`src/rtl/fp16_psum_norm_if.sv`:
```
// fp16_psum_norm_if: handshake bundle around the psum normalizer.
//   in_*  : psum beat from the accumulator (valid/ready), sign/exp/mant
//   out_* : fp16 result toward writeback (valid/ready), data + ovf/udf flags
// slave modport is the normalizer's view; master is the driver/sink side.
interface fp16_psum_norm_if #(
  parameter int IN_MANT_W = 13
);
  logic                 in_valid;
  logic                 in_ready;
  logic                 in_sign;
  logic [4:0]           in_exp;
  logic [IN_MANT_W-1:0] in_mant;
  logic                 out_valid;
  logic                 out_ready;
  logic [15:0]          out_data;
  logic                 out_ovf;
  logic                 out_udf;

  modport slave (
    input  in_valid, in_sign, in_exp, in_mant, out_ready,
    output in_ready, out_valid, out_data, out_ovf, out_udf
  );

  modport master (
    output in_valid, in_sign, in_exp, in_mant, out_ready,
    input  in_ready, out_valid, out_data, out_ovf, out_udf
  );
endinterface

```
`src/rtl/fp16_psum_norm.sv`:
```
// fp16_psum_norm: normalizes an unnormalized accumulator psum
// (sign, 5b biased exp, IN_MANT_W-bit magnitude with unit at bit 10) into
// IEEE binary16 with round-to-nearest-even, overflow to inf and
// flush-to-zero. Two register stages, valid/ready, full rate.
// Ports:
//   clk, rst_n : clock (rising), async active-low reset
//   io         : fp16_psum_norm_if.slave (in_valid/in_ready/in_sign/in_exp/
//                in_mant, out_valid/out_ready/out_data/out_ovf/out_udf)
// Options:
//   FP16_NORM_SAT_EN : overflow saturates to +/-max finite instead of +/-inf.
// IN_MANT_W must be 12..16; FRAC_W is fixed at 10 for fp16.
module fp16_psum_norm #(
  parameter int IN_MANT_W = 13,
  parameter int FRAC_W    = 10
) (
  input logic             clk,
  input logic             rst_n,
  fp16_psum_norm_if.slave io
);
  localparam int STAGES = 2;
  localparam int PW     = 4;          // leading-one index, up to bit 15
  localparam int SW     = FRAC_W + 2; // carry + hidden + fraction

`ifdef FP16_NORM_SAT_EN
  localparam logic [14:0] OVF_MAG = 15'h7BFF;
`else
  localparam logic [14:0] OVF_MAG = 15'h7C00;
`endif

  logic adv;
  logic [STAGES:1] vld_pipe_q, vld_pipe_d;

  // stage 1
  logic                 s1_sign_q, s1_sign_d;
  logic                 s1_zero_q, s1_zero_d;
  logic [PW-1:0]        s1_p_q, s1_p_d;
  logic signed [6:0]    s1_e_q, s1_e_d;
  logic [IN_MANT_W-1:0] s1_mant_q, s1_mant_d;
  logic [PW-1:0]        lead;

  // stage 2 / outputs
  logic [15:0]          out_data_q, out_data_d;
  logic                 out_ovf_q, out_ovf_d;
  logic                 out_udf_q, out_udf_d;
  logic [PW-1:0]        sh;
  logic [IN_MANT_W-1:0] low_mask;
  logic                 guard, sticky, rnd;
  logic [SW-1:0]        sig;
  logic signed [6:0]    e_fin;
  logic [FRAC_W-1:0]    frac;
  logic                 unused_hidden;

  // Whole pipe stalls together whenever the output register is blocked.
  assign adv          = ~vld_pipe_q[STAGES] | io.out_ready;
  assign io.in_ready  = adv;
  assign io.out_valid = vld_pipe_q[STAGES];
  assign io.out_data  = out_data_q;
  assign io.out_ovf   = out_ovf_q;
  assign io.out_udf   = out_udf_q;

  always_comb begin
    vld_pipe_d = vld_pipe_q;
    s1_sign_d  = s1_sign_q;
    s1_zero_d  = s1_zero_q;
    s1_p_d     = s1_p_q;
    s1_e_d     = s1_e_q;
    s1_mant_d  = s1_mant_q;
    lead       = '0;
    for (int i = 0; i < IN_MANT_W; i++)
      if (io.in_mant[i]) lead = PW'(i);
    if (adv) begin
      vld_pipe_d = {vld_pipe_q[STAGES-1:1], io.in_valid};
      if (io.in_valid) begin
        s1_sign_d = io.in_sign;
        s1_zero_d = (io.in_mant == '0);
        s1_p_d    = lead;
        // exponent of the normalized value before rounding; may go <=0 or >=31
        s1_e_d    = 7'({2'b00, io.in_exp}) + 7'({3'b000, lead}) - 7'(FRAC_W);
        s1_mant_d = io.in_mant;
      end
    end
  end

  always_comb begin
    sh       = '0;
    low_mask = '0;
    guard    = 1'b0;
    sticky   = 1'b0;
    rnd      = 1'b0;
    e_fin    = s1_e_q;
    if (s1_p_q > PW'(FRAC_W)) begin
      sh       = s1_p_q - PW'(FRAC_W);
      guard    = s1_mant_q[sh - PW'(1)];
      low_mask = (IN_MANT_W'(1) << (sh - PW'(1))) - IN_MANT_W'(1);
      sticky   = |(s1_mant_q & low_mask);
      rnd      = guard & (sticky | s1_mant_q[sh]);
      sig      = SW'(s1_mant_q >> sh) + SW'(rnd);
    end else begin
      sig      = SW'(s1_mant_q << (PW'(FRAC_W) - s1_p_q));
    end
    // rounding all-ones up leaves sig = 2.0, whose fraction bits are already 0
    if (sig[SW-1]) e_fin = s1_e_q + 7'sd1;
    frac          = sig[FRAC_W-1:0];
    unused_hidden = sig[FRAC_W]; // implied leading one, not stored in fp16

    out_data_d = out_data_q;
    out_ovf_d  = out_ovf_q;
    out_udf_d  = out_udf_q;
    if (adv) begin
      out_data_d = '0;
      out_ovf_d  = 1'b0;
      out_udf_d  = 1'b0;
      if (vld_pipe_q[1] && !s1_zero_q) begin
        if (e_fin >= 7'sd31) begin
          out_data_d = {s1_sign_q, OVF_MAG};
          out_ovf_d  = 1'b1;
        end else if (e_fin <= 7'sd0) begin
          out_data_d = {s1_sign_q, 15'h0000};
          out_udf_d  = 1'b1;
        end else begin
          out_data_d = {s1_sign_q, e_fin[4:0], frac};
        end
      end
    end
  end

  always_ff @(posedge clk or negedge rst_n) begin
    if (!rst_n) begin
      vld_pipe_q <= '0;
      s1_sign_q  <= 1'b0;
      s1_zero_q  <= 1'b0;
      s1_p_q     <= '0;
      s1_e_q     <= '0;
      s1_mant_q  <= '0;
      out_data_q <= '0;
      out_ovf_q  <= 1'b0;
      out_udf_q  <= 1'b0;
    end else begin
      vld_pipe_q <= vld_pipe_d;
      s1_sign_q  <= s1_sign_d;
      s1_zero_q  <= s1_zero_d;
      s1_p_q     <= s1_p_d;
      s1_e_q     <= s1_e_d;
      s1_mant_q  <= s1_mant_d;
      out_data_q <= out_data_d;
      out_ovf_q  <= out_ovf_d;
      out_udf_q  <= out_udf_d;
    end
  end
endmodule

```
`src/flat_wrapper.sv`:
```
// flat-port wrapper written by rule: the top's interface ports become plain ports
module fp16_psum_norm_flat 
#(
  parameter int IN_MANT_W = 13,
  parameter int FRAC_W    = 10
)
  (clk, rst_n, io_in_valid, io_in_sign, io_in_exp, io_in_mant, io_out_ready, io_in_ready, io_out_valid, io_out_data, io_out_ovf, io_out_udf);
  fp16_psum_norm_if #(.IN_MANT_W(IN_MANT_W)) io_i ();
  input logic clk;
  input logic rst_n;
  input wire logic [$bits(io_i.in_valid)-1:0] io_in_valid;
  input wire logic [$bits(io_i.in_sign)-1:0] io_in_sign;
  input wire logic [$bits(io_i.in_exp)-1:0] io_in_exp;
  input wire logic [$bits(io_i.in_mant)-1:0] io_in_mant;
  input wire logic [$bits(io_i.out_ready)-1:0] io_out_ready;
  output wire logic [$bits(io_i.in_ready)-1:0] io_in_ready;
  output wire logic [$bits(io_i.out_valid)-1:0] io_out_valid;
  output wire logic [$bits(io_i.out_data)-1:0] io_out_data;
  output wire logic [$bits(io_i.out_ovf)-1:0] io_out_ovf;
  output wire logic [$bits(io_i.out_udf)-1:0] io_out_udf;
  assign io_i.in_valid = io_in_valid;
  assign io_i.in_sign = io_in_sign;
  assign io_i.in_exp = io_in_exp;
  assign io_i.in_mant = io_in_mant;
  assign io_i.out_ready = io_out_ready;
  assign io_in_ready = io_i.in_ready;
  assign io_out_valid = io_i.out_valid;
  assign io_out_data = io_i.out_data;
  assign io_out_ovf = io_i.out_ovf;
  assign io_out_udf = io_i.out_udf;
  fp16_psum_norm #(.IN_MANT_W(IN_MANT_W), .FRAC_W(FRAC_W)) u_core (.clk(clk), .rst_n(rst_n), .io(io_i));
endmodule
```
`config.mk`:
```
export PLATFORM = sky130hd
export DESIGN_NAME = fp16_psum_norm_flat
export DESIGN_NICKNAME = d
export VERILOG_FILES = /design/src/rtl/fp16_psum_norm_if.sv /design/src/rtl/fp16_psum_norm.sv /design/src/flat_wrapper.sv
export SDC_FILE = /design/constraint.sdc
export NUM_CORES = 1
export LEC_CHECK = 0
export ABC_AREA = 1
export ABC_CLOCK_PERIOD_IN_PS = 3700
export BUFFER_PORTS_ARGS = -buffer_cell sky130_fd_sc_hd__buf_4
export CORE_ASPECT_RATIO = 1.5
export CORE_MARGIN = 1.5
export CORE_UTILIZATION = 60
export DETAILED_ROUTE_END_ITERATION = 7
export PLACE_DENSITY = 0.91
export SYNTH_ARGS = -nofsm -noshare
export SYNTH_HDL_FRONTEND = slang
export SYNTH_SLANG_ARGS = --single-unit
```
`constraint.sdc`:
```
create_clock -name clk -period 3.7 [get_ports clk]
set_clock_uncertainty 0.1 [all_clocks]
set_input_delay 0.555 -clock clk [delete_from_list [all_inputs] [get_ports clk]]
set_output_delay 0.555 -clock clk [all_outputs]
set_load 0.01 [all_outputs]
```
# Word level (Yosys, flattened, before mapping)
# Index checks and enable logic that the tools add are counted.
[classes]
n_addsub = 8
order_cmp = 5
shifts = 3
n_mux = 26
n_bitwise = 5
n_reduce_logical = 5
[op_table]
columns = ["op", "count"]
rows = [
  ["4-bit 2-to-1 mux", 11],
  ["15-bit 2-to-1 mux", 2],
  ["16-bit 2-to-1 mux", 1],
  ["13-bit bitwise AND", 1],
  ["13-bit logical NOT", 1],
  ["13-bit OR reduction", 1],
  ["1-bit by 4-bit left shift with 13-bit output, first input constant", 1],
  ["13-bit by 4-bit left shift with 12-bit output", 1],
  ["13-bit by 4-bit >> shifter with 12-bit output", 1],
  ["13-bit by 2-bit subtractor with 13-bit output, second input constant", 1],
  ["12-bit by 1-bit adder with 12-bit output", 1],
  ["12-bit 2-to-1 mux", 1],
  ["4-bit by 5-bit < comparator with 1-bit output, second input constant", 2],
  ["1-bit binary-select mux with 4-bit select", 2],
  ["1-bit 2-to-1 mux", 8],
  ["7-bit by 2-bit adder with 7-bit output, second input constant", 1],
  ["7-bit by 6-bit greater-or-equal comparator with 1-bit output, second input constant", 1],
  ["7-bit by 1-bit less-or-equal comparator with 1-bit output, second input constant", 1],
  ["7-bit 2-to-1 mux", 1],
  ["7-bit by 4-bit subtractor with 7-bit output, second input constant", 1],
  ["5-bit by 4-bit adder with 6-bit output", 1],
  ["4-bit greater-than comparator, second input constant", 1],
  ["4-bit by 1-bit subtractor with 4-bit output, second input constant", 1],
  ["4-bit subtractor, first input constant", 1],
  ["7 further kinds", 8],
]
[totals]
reg_bits = 46
out_inout_bits = 20
elab_cells = 61

# Depth between registers and ports, before layout
# Gate-level depths: netlist of the first run.
[logic_depth]
ltp_word = 15
depth_mapped = 27

# Worst setup path after synthesis of the first run
# OpenSTA, ideal clock, no wires.
[synth_timing]
path_kind = "register -> register"
from = "register u_core.s1_p_q[1]"
to = "register u_core.out_data_q[3], in the netlist u_core.io.out_data[3]"
setup_ns = 0.128
t_arrival_ns = 3.042
slack_ns = 0.431
stages_incl_launch_ff = 22
path_buffers = 3
cell_sequence = "dfrtp_1 -> buf_4 -> inv_2 -> buf_4 -> ha_1 -> inv_1 -> clkbuf_1 -> nand3_1 -> nand3_2 -> nand2_2 -> nor2_2 -> nand2_1 -> o21bai_2 -> nand2_2 -> nand2_4 -> nand2_8 -> o21ai_4 -> inv_4 -> nor2_4 -> nand2_2 -> nand4_1 -> o21bai_1"
[synth_via]
elab_chain_len = 15
word_cells_on_any_way = 24
[synth_rtl]
columns = ["element", "line_no", "rtl"]
rows = [
  ["from (decl)", "fp16_psum_norm.sv:36", "logic [PW-1:0] s1_p_q, s1_p_d;"],
  ["from (signal assigned)", "fp16_psum_norm.sv:142", "s1_p_q <= s1_p_d;"],
  ["4-bit subtractor", "fp16_psum_norm.sv:92", "sh = s1_p_q - PW'(FRAC_W);"],
  ["4-bit by 1-bit subtractor with 4-bit output", "fp16_psum_norm.sv:93, fp16_psum_norm.sv:94", ""],
  ["1-bit by 4-bit left shift with 13-bit output", "fp16_psum_norm.sv:94", "low_mask = (IN_MANT_W'(1) << (sh - PW'(1))) - IN_MANT_W'(1);"],
  ["13-bit by 2-bit subtractor with 13-bit output", "fp16_psum_norm.sv:94", ""],
  ["13-bit bitwise AND", "fp16_psum_norm.sv:95", "sticky = |(s1_mant_q & low_mask);"],
  ["13-bit OR reduction", "fp16_psum_norm.sv:95", ""],
  ["1-bit bitwise OR", "fp16_psum_norm.sv:96", "rnd = guard & (sticky | s1_mant_q[sh]);"],
  ["1-bit bitwise AND", "fp16_psum_norm.sv:96", ""],
  ["12-bit by 1-bit adder with 12-bit output", "fp16_psum_norm.sv:97", "sig = SW'(s1_mant_q >> sh) + SW'(rnd);"],
  ["12-bit 2-to-1 mux (*)", "fp16_psum_norm.sv:91", "if (s1_p_q > PW'(FRAC_W)) begin"],
  ["7-bit 2-to-1 mux", "fp16_psum_norm.sv:102", "if (sig[SW-1]) e_fin = s1_e_q + 7'sd1;"],
  ["7-bit by 1-bit less-or-equal comparator with 1-bit output", "fp16_psum_norm.sv:117", "end else if (e_fin <= 7'sd0) begin"],
  ["15-bit 2-to-1 mux", "fp16_psum_norm.sv:117", ""],
  ["15-bit 2-to-1 mux (*)", "fp16_psum_norm.sv:114", "if (e_fin >= 7'sd31) begin"],
  ["16-bit 2-to-1 mux (*)", "fp16_psum_norm.sv:113", "if (vld_pipe_q[1] && !s1_zero_q) begin"],
  ["to (signal assigned)", "fp16_psum_norm.sv:145", "out_data_q <= out_data_d;"],
  ["to (decl)", "fp16_psum_norm.sv:42", "logic [15:0] out_data_q, out_data_d;"],
]
# Mark *: on every way between the ends. The rest lies on a longest branch, timed or not. The select of a mux whose other input is x is not followed.
# A chain may end at the register's enable or synchronous reset.

# Worst setup path after layout of the first run
[layout_timing]
from = "register u_core.s1_p_q[2]"
to = "register u_core.out_data_q[7], in the netlist u_core.io.out_data[7]"
# The elaborated chain is that of the path after synthesis.

==> results of run 1 <==
==> flip-flops by register name (all words and copies together) (netlist names) <==
name	count
u_core.s1_mant_q	13
u_core.s1_e_q	7
u_core.vld_pipe_q	2
u_core.io.out_ovf	1
u_core.s1_sign_q	1
u_core.io.out_udf	1
u_core.io.out_data	16
u_core.s1_p_q	4
u_core.s1_zero_q	1
==> what timing repair did <==
action                                  CTS  global route
gates resized for setup                   0             4
endpoints found under the setup margin    0            10
setup buffers                             0             0
==> per-stage QoR <==
stage | std cells | power (W) | cell area, um^2 | util (%)
4_1_cts | 836 | 0.00284 | 5000 | 69.1
6_report | 836 | 0.00288 | 5010 | 69.4
3_5_place_dp | 828 | 0.00246 | 4890 | 67.6
2_1_floorplan | 695 | 0.00200 | 4490 | -
3_3_place_gp | 828 | 0.00239 | 4890 | 67.6
5_1_grt | 836 | 0.00311 | 5010 | 69.4
==> final cells by class <==
cell class | count | area, um^2 | area share, %
Tap cell | 100 | 125 | 2.50
Inverter | 83 | 322 | 6.41
Sequential cell | 46 | 1150 | 23.0
Clock buffer | 6 | 72.6 | 1.45
Clock inverter | 2 | 37.5 | 0.749
Timing Repair Buffer | 54 | 405 | 8.08
Multi-Input combinational cell | 545 | 2900 | 57.9
==> routing by layer <==
metal,vias to the layer above,track usage [%]
met5,-,0
met4,0,19.2
met3,66,4.16
met2,213,58.3
met1,2153,34.3
li1,2334,-
==> power by group through the flow <==
stage	clock network, W	registers (W)	logic [W]
CTS	0.000379	0.000724	0.00174
global placement	0	0.000726	0.00167
global route	0.000395	0.000736	0.00198
detailed placement	0	0.000734	0.00173
floorplan	0	0.000733	0.00126
finish	0.000373	0.000726	0.00178
==> placed cells by master (no fill, tap or decap), types with 2 or more instances in the layout <==
cell	instances
nand3_1	90
inv_2	6
nand3b_1	3
and2_1	2
o211ai_1	2
xnor2_1	6
a21oi_1	24
nor4_1	2
nand2_2	22
ha_1	18
nand2_4	5
o21bai_1	6
nor2_4	3
nor2_1	57
nor2_2	7
or2_2	3
dfrtp_1	46
buf_4	54
clkbuf_8	5
nand2_1	195
nand4_1	12
o21ai_0	44
xor2_1	4
nand3_2	11
a21oi_4	2
o21ai_1	4
inv_1	75
nor3_1	7
==> cells by family after synthesis <==
family	after synthesis	synth area share, %
and+or+nand+nor	423	44.5
buffers and inverters	104	10.2
AOI/OAI and AO/OA	92	12.1
DFF	46	25.6
adders and majority gates	19	5.46
xor gates and xnor gates	11	2.14
==> path summary, 6_finish.rpt <==
| check | slack (ps) | endpoint | startpoint | cells past startpoint |
|---|---|---|---|---|
| worst max-delay path | 350 | u_core.io.out_data[7]$_DFFE_PN0N_ | u_core.s1_p_q[2]$_DFFE_PN0P_ | 22 |
| worst min-delay path | 150 | u_core.io.out_data[3]$_DFFE_PN0N_ | rst_n | 1 |
| worst max register to register | 350 | u_core.io.out_data[7]$_DFFE_PN0N_ | u_core.s1_p_q[2]$_DFFE_PN0P_ | 22 |
| worst min register to register | 370 | u_core.vld_pipe_q[2]$_DFFE_PN0N_ | u_core.vld_pipe_q[1]$_DFFE_PN0N_ | 2 |
| max in group asynchronous | 2960 | u_core.s1_mant_q[0]$_DFFE_PN0P_ | rst_n | 1 |
| min in group clk | 370 | u_core.vld_pipe_q[2]$_DFFE_PN0N_ | u_core.vld_pipe_q[1]$_DFFE_PN0N_ | 2 |
==> metrics.yaml, run 1 <==
setup_ws_ps: 346
synth_edf_count: 0
ir_drop_mv: 0.310
p_sw_w: 0.00144
nets: 777
die_y_um: 109
synth-seq-cells: 46
slew-limit-headroom_pct: 62.0
rows: 38
drive_above_1_share_pct: 17.4
n_antenna_cell: 0
drv_cap: 0
wl_met3_um: 637
crit_buf_inv: 3
synth.most_common_cell: "nand2_1"
io-pin-count: 43
end_kind: "flip-flop"
syn_nets: 737
switching_share_pct: 50.1
drc: 0
firstDrtPassIters: 6
yosys-top-cells-area: "dfrtp_1, nand2_1, nand3_1"
tritoncts: "done"
period_minus_slack_ps: 3350
grt_pass1_wl_um: 20400
die_w_um: 73.6
synthFlopType: "dfrtp_1"
dr_total_vias: 4766
required_ps: 3770
insertion_delay_ps: 300
clkSinkCount: 46
synth_async_sr_flop_share_pct: 100
cp-start-kind: "flip-flop"
start_util_pct: 62.2
finalWirelength_um: 12400
synth_top_area_share_pct: 25.6
grt_util_all_layers_pct: 32.1
grt_overflow: 0
p_seq_share_pct: 25.2
gp_congestion: 1.01
avgSynthCellArea_um2: 6.46
synth_top_area_cell: "dfrtp_1"
place_ws_ps: 289
drt_iter0_drc: 333
route.met2.wl_um: 6480
clock_path_buffers: 2
highest_layer: "met4"
fillerInstances: 640
wl_per_cell_um: 14.8
leakagePower_nw: 2.61
root_buffer: "clkbuf_8"
setup_viol: 0
antenna_found_initial: 0
ant_nets: 0
path_max_fanout: 10
clk_pin_slew_ps: 90
hp-class: "in2async"
p_int_w: 0.00144
hold_viol: 0
grt_max_degree: 47
seq_area_frac_synth_pct: 25.6
crit_top_cell: "nand2_1"
drv_slew: 0
netlist_area_mm2: 0.00449
dieArea_mm2: 0.00803
whs_ps: 147
cp.arrival_ps: 3430
syn_inst: 695
rsz0062_at_grt: "false"
critPathSlowestCell: "dfrtp_1"
power_frac_clock_pct: 12.9
worst_pin_slew_ps: 566
powerDensity_mw_per_mm2: 575
status: "complete, no violations"
combPwrFrac_pct: 61.9
core-area_mm2: 0.00723
crit_chain: "inv_1 > ha_1 > inv_1 > nand2_1 > nand2_1 > buf_4 > nand3_1 > nand3_1 > nor2_2 > nand2_1 > nor2_1 > nand3_1 > nand2_2 > nand2_4 > nand2_8 > nand2_1 > nand2_2 > nand2_1 > nor2_2 > nand2_2 > nand4_1 > o21bai_1"
min_period_over_period_pct: 90.7
dp_hpwl_um: 9680
cpLargestDelayFamily: "simple AND/OR/NAND/NOR gates"
cts_hold_buf: 0
vias_per_cell: 5.70
slowest_delay_ps: 420
io_buffers: 42
numCtsBuffers: 5
clock.fmax_mhz: 298
area_growth_pct: 11.6
htreeDepth: 2
synth_cell_type_count: 48
wl_met1_um: 4590
grt_pass1_vias: 4633
setup_tns_ps: 0
yosysWarnings: 0
yosys-top-cells-count: "nand2_1, nand3_1, inv_1"
critPathKind: "reg2reg"
(Power assumes the default switching activity.)
==> run 2: changes to the inputs <==
--- a/config.mk
+++ b/config.mk
@@ -9,10 +9,10 @@
 export ABC_CLOCK_PERIOD_IN_PS = 3700
 export BUFFER_PORTS_ARGS = -buffer_cell sky130_fd_sc_hd__buf_4
 export CORE_ASPECT_RATIO = 1.5
-export CORE_MARGIN = 1.5
 export CORE_UTILIZATION = 60
 export DETAILED_ROUTE_END_ITERATION = 7
 export PLACE_DENSITY = 0.91
+export REMOVE_ABC_BUFFERS = 1
 export SYNTH_ARGS = -nofsm -noshare
 export SYNTH_HDL_FRONTEND = slang
 export SYNTH_SLANG_ARGS = --single-unit
==> metrics.yaml, run 2 (synthesis results as in run 1) <==
switching_share_pct: 49.8
min_period_over_period_pct: 92.5
combPwrFrac_pct: 61.2
slew-limit-headroom_pct: 62.2
core-area_mm2: 0.00723
drt_iter0_drc: 348
final_cells: 837
grt.met2_usage_pct: 61.1
slowest_delay_ps: 410
p_seq_share_pct: 25.3
gp_congestion: 0.960
drc: 0
p_total_w: 0.00286
htreeDepth: 2
final_common_cell: "nand2_1"
required_ps: 3800
antenna_found_initial: 0
post-route-util_pct: 69.3
powerDensity_mw_per_mm2: 572
status: "complete, no violations"
finalWirelength_um: 12100
tritoncts: "done"
critPathSlowestCell: "dfrtp_1"
n_antenna_cell: 0
multi_input_area_mm2: 0.00288
p_int_w: 0.00144
cp-start-kind: "flip-flop"
grt_pass1_wl_um: 20000
register_area_mm2: 0.00115
largest_reg_flops: 16
path_max_fanout: 9
worst_pin_slew_ps: 568
grt_overflow: 0
use_met3_pct: 2.70
drv_slew: 0
end_kind: "flip-flop"
fillerInstances: 665
dr_total_vias: 4695
grt_pass1_vias: 4531
placedCellCount: 829
clock.fmax_mhz: 292
grt_util_all_layers_pct: 32.5
dp_hpwl_um: 9670
nets: 778
io_buffers: 42
setup_viol: 0
leakagePower_nw: 2.62
period_minus_slack_ps: 3420
busiest_layer: "met2"
root_buffer: "clkbuf_8"
firstDrtPassIters: 6
grt_use_met1_pct: 34.4
rows: 38
power_frac_clock_pct: 13.5
cts_hold_buf: 0
wl_per_cell_um: 14.4
area_growth_pct: 11.5
cts_setup_buffers: 0
numCtsBuffers: 5
cts_resized: 0
hp-class: "in2async"
start_util_pct: 62.2
die_w_um: 72.6
hold_viol: 0
rsz0062_at_grt: "false"
p_sw_w: 0.00143
dieArea_mm2: 0.00784
crit_chain: "inv_2 > ha_1 > inv_1 > nand2_1 > nand2_1 > nor2_1 > nand2_1 > ha_1 > inv_1 > nor2_1 > nand3_1 > inv_1 > nand2_1 > nand3_1 > nand3_1 > nor2_1 > nand3_1 > nand2_1 > nand2_1 > nand2_1 > a21oi_1 > nand3_1 > nand2_1"
clk_pin_slew_ps: 90
ant_nets: 0
io-pin-count: 43
vias_per_cell: 5.61
drive_above_1_share_pct: 17.1
mostFrequentLayoutCells: "nand2_1, nand3_1, inv_1"
cp.arrival_ps: 3520
clkSinkCount: 46
grt_max_degree: 47
drv_cap: 0
critPathKind: "reg2reg"
clock_path_buffers: 2
whs_ps: 130
insertion_delay_ps: 300
ir_drop_mv: 0.298
setup_tns_ps: 0
crit_top_cell: "nand2_1"
die_y_um: 108
run 2: routing by layer:
metal | share of wire, % | routed length, um
met1 | 37 | 4510
met2 | 54 | 6510
met3 | 4.1 | 491
met5 | 0 | 0
met4 | 4.8 | 582
run 2: worst paths after layout:
check / from / endpoint / slack, ps / depth (start not counted)
min in group clk: io_in_sign / u_core.s1_sign_q$_DFFE_PN0P_ / 350 / 3
max in group asynchronous: rst_n / u_core.s1_p_q[3]$_DFFE_PN0P_ / 2970 / 1
min reg2reg: u_core.vld_pipe_q[1]$_DFFE_PN0N_ / u_core.vld_pipe_q[2]$_DFFE_PN0N_ / 380 / 2
min: rst_n / u_core.io.out_data[3]$_DFFE_PN0N_ / 130 / 1
max: u_core.s1_p_q[1]$_DFFE_PN0P_ / u_core.io.out_data[0]$_DFFE_PN0N_ / 280 / 23
max reg2reg: u_core.s1_p_q[1]$_DFFE_PN0P_ / u_core.io.out_data[0]$_DFFE_PN0N_ / 280 / 23
run 2: area by class of cell:
type,count,area share (%)
Sequential cell,46,23.0
Clock buffer,5,1.37
Inverter,83,6.42
Tap cell,100,2.50
Multi-Input combinational cell,545,57.6
Timing Repair Buffer,55,8.25
Clock inverter,3,0.875
run 2: power groups by stage:
| stage | registers [W] | clock network, W | logic, W |
|---|---|---|---|
| CTS | 0.000723 | 0.000386 | 0.00174 |
| finish | 0.000725 | 0.000386 | 0.00175 |
| floorplan | 0.000746 | 0 | 0.00120 |
| global placement | 0.000728 | 0 | 0.00167 |
| global route | 0.000737 | 0.000406 | 0.00195 |
| detailed placement | 0.000733 | 0 | 0.00173 |
run 2: through the flow:
| stage | setup slack, ps | area (um^2) |
|---|---|---|
| after floorplan | -8.24 | 4360 |
| after global placement | 425 | 4890 |
| after detailed placement | 317 | 4890 |
| after CTS | 324 | 5010 |
| after global routing | 21.4 | 5010 |
| final | 276 | 5010 |
run 2: worst max-delay path, delay by kind of cell, from the launching register on:
kind            cells  cell delay (ps)
buf+inv             4              450
flops               1              410
simple gates       16             1820
compound gates      1               80
fa+ha+maj           2              480
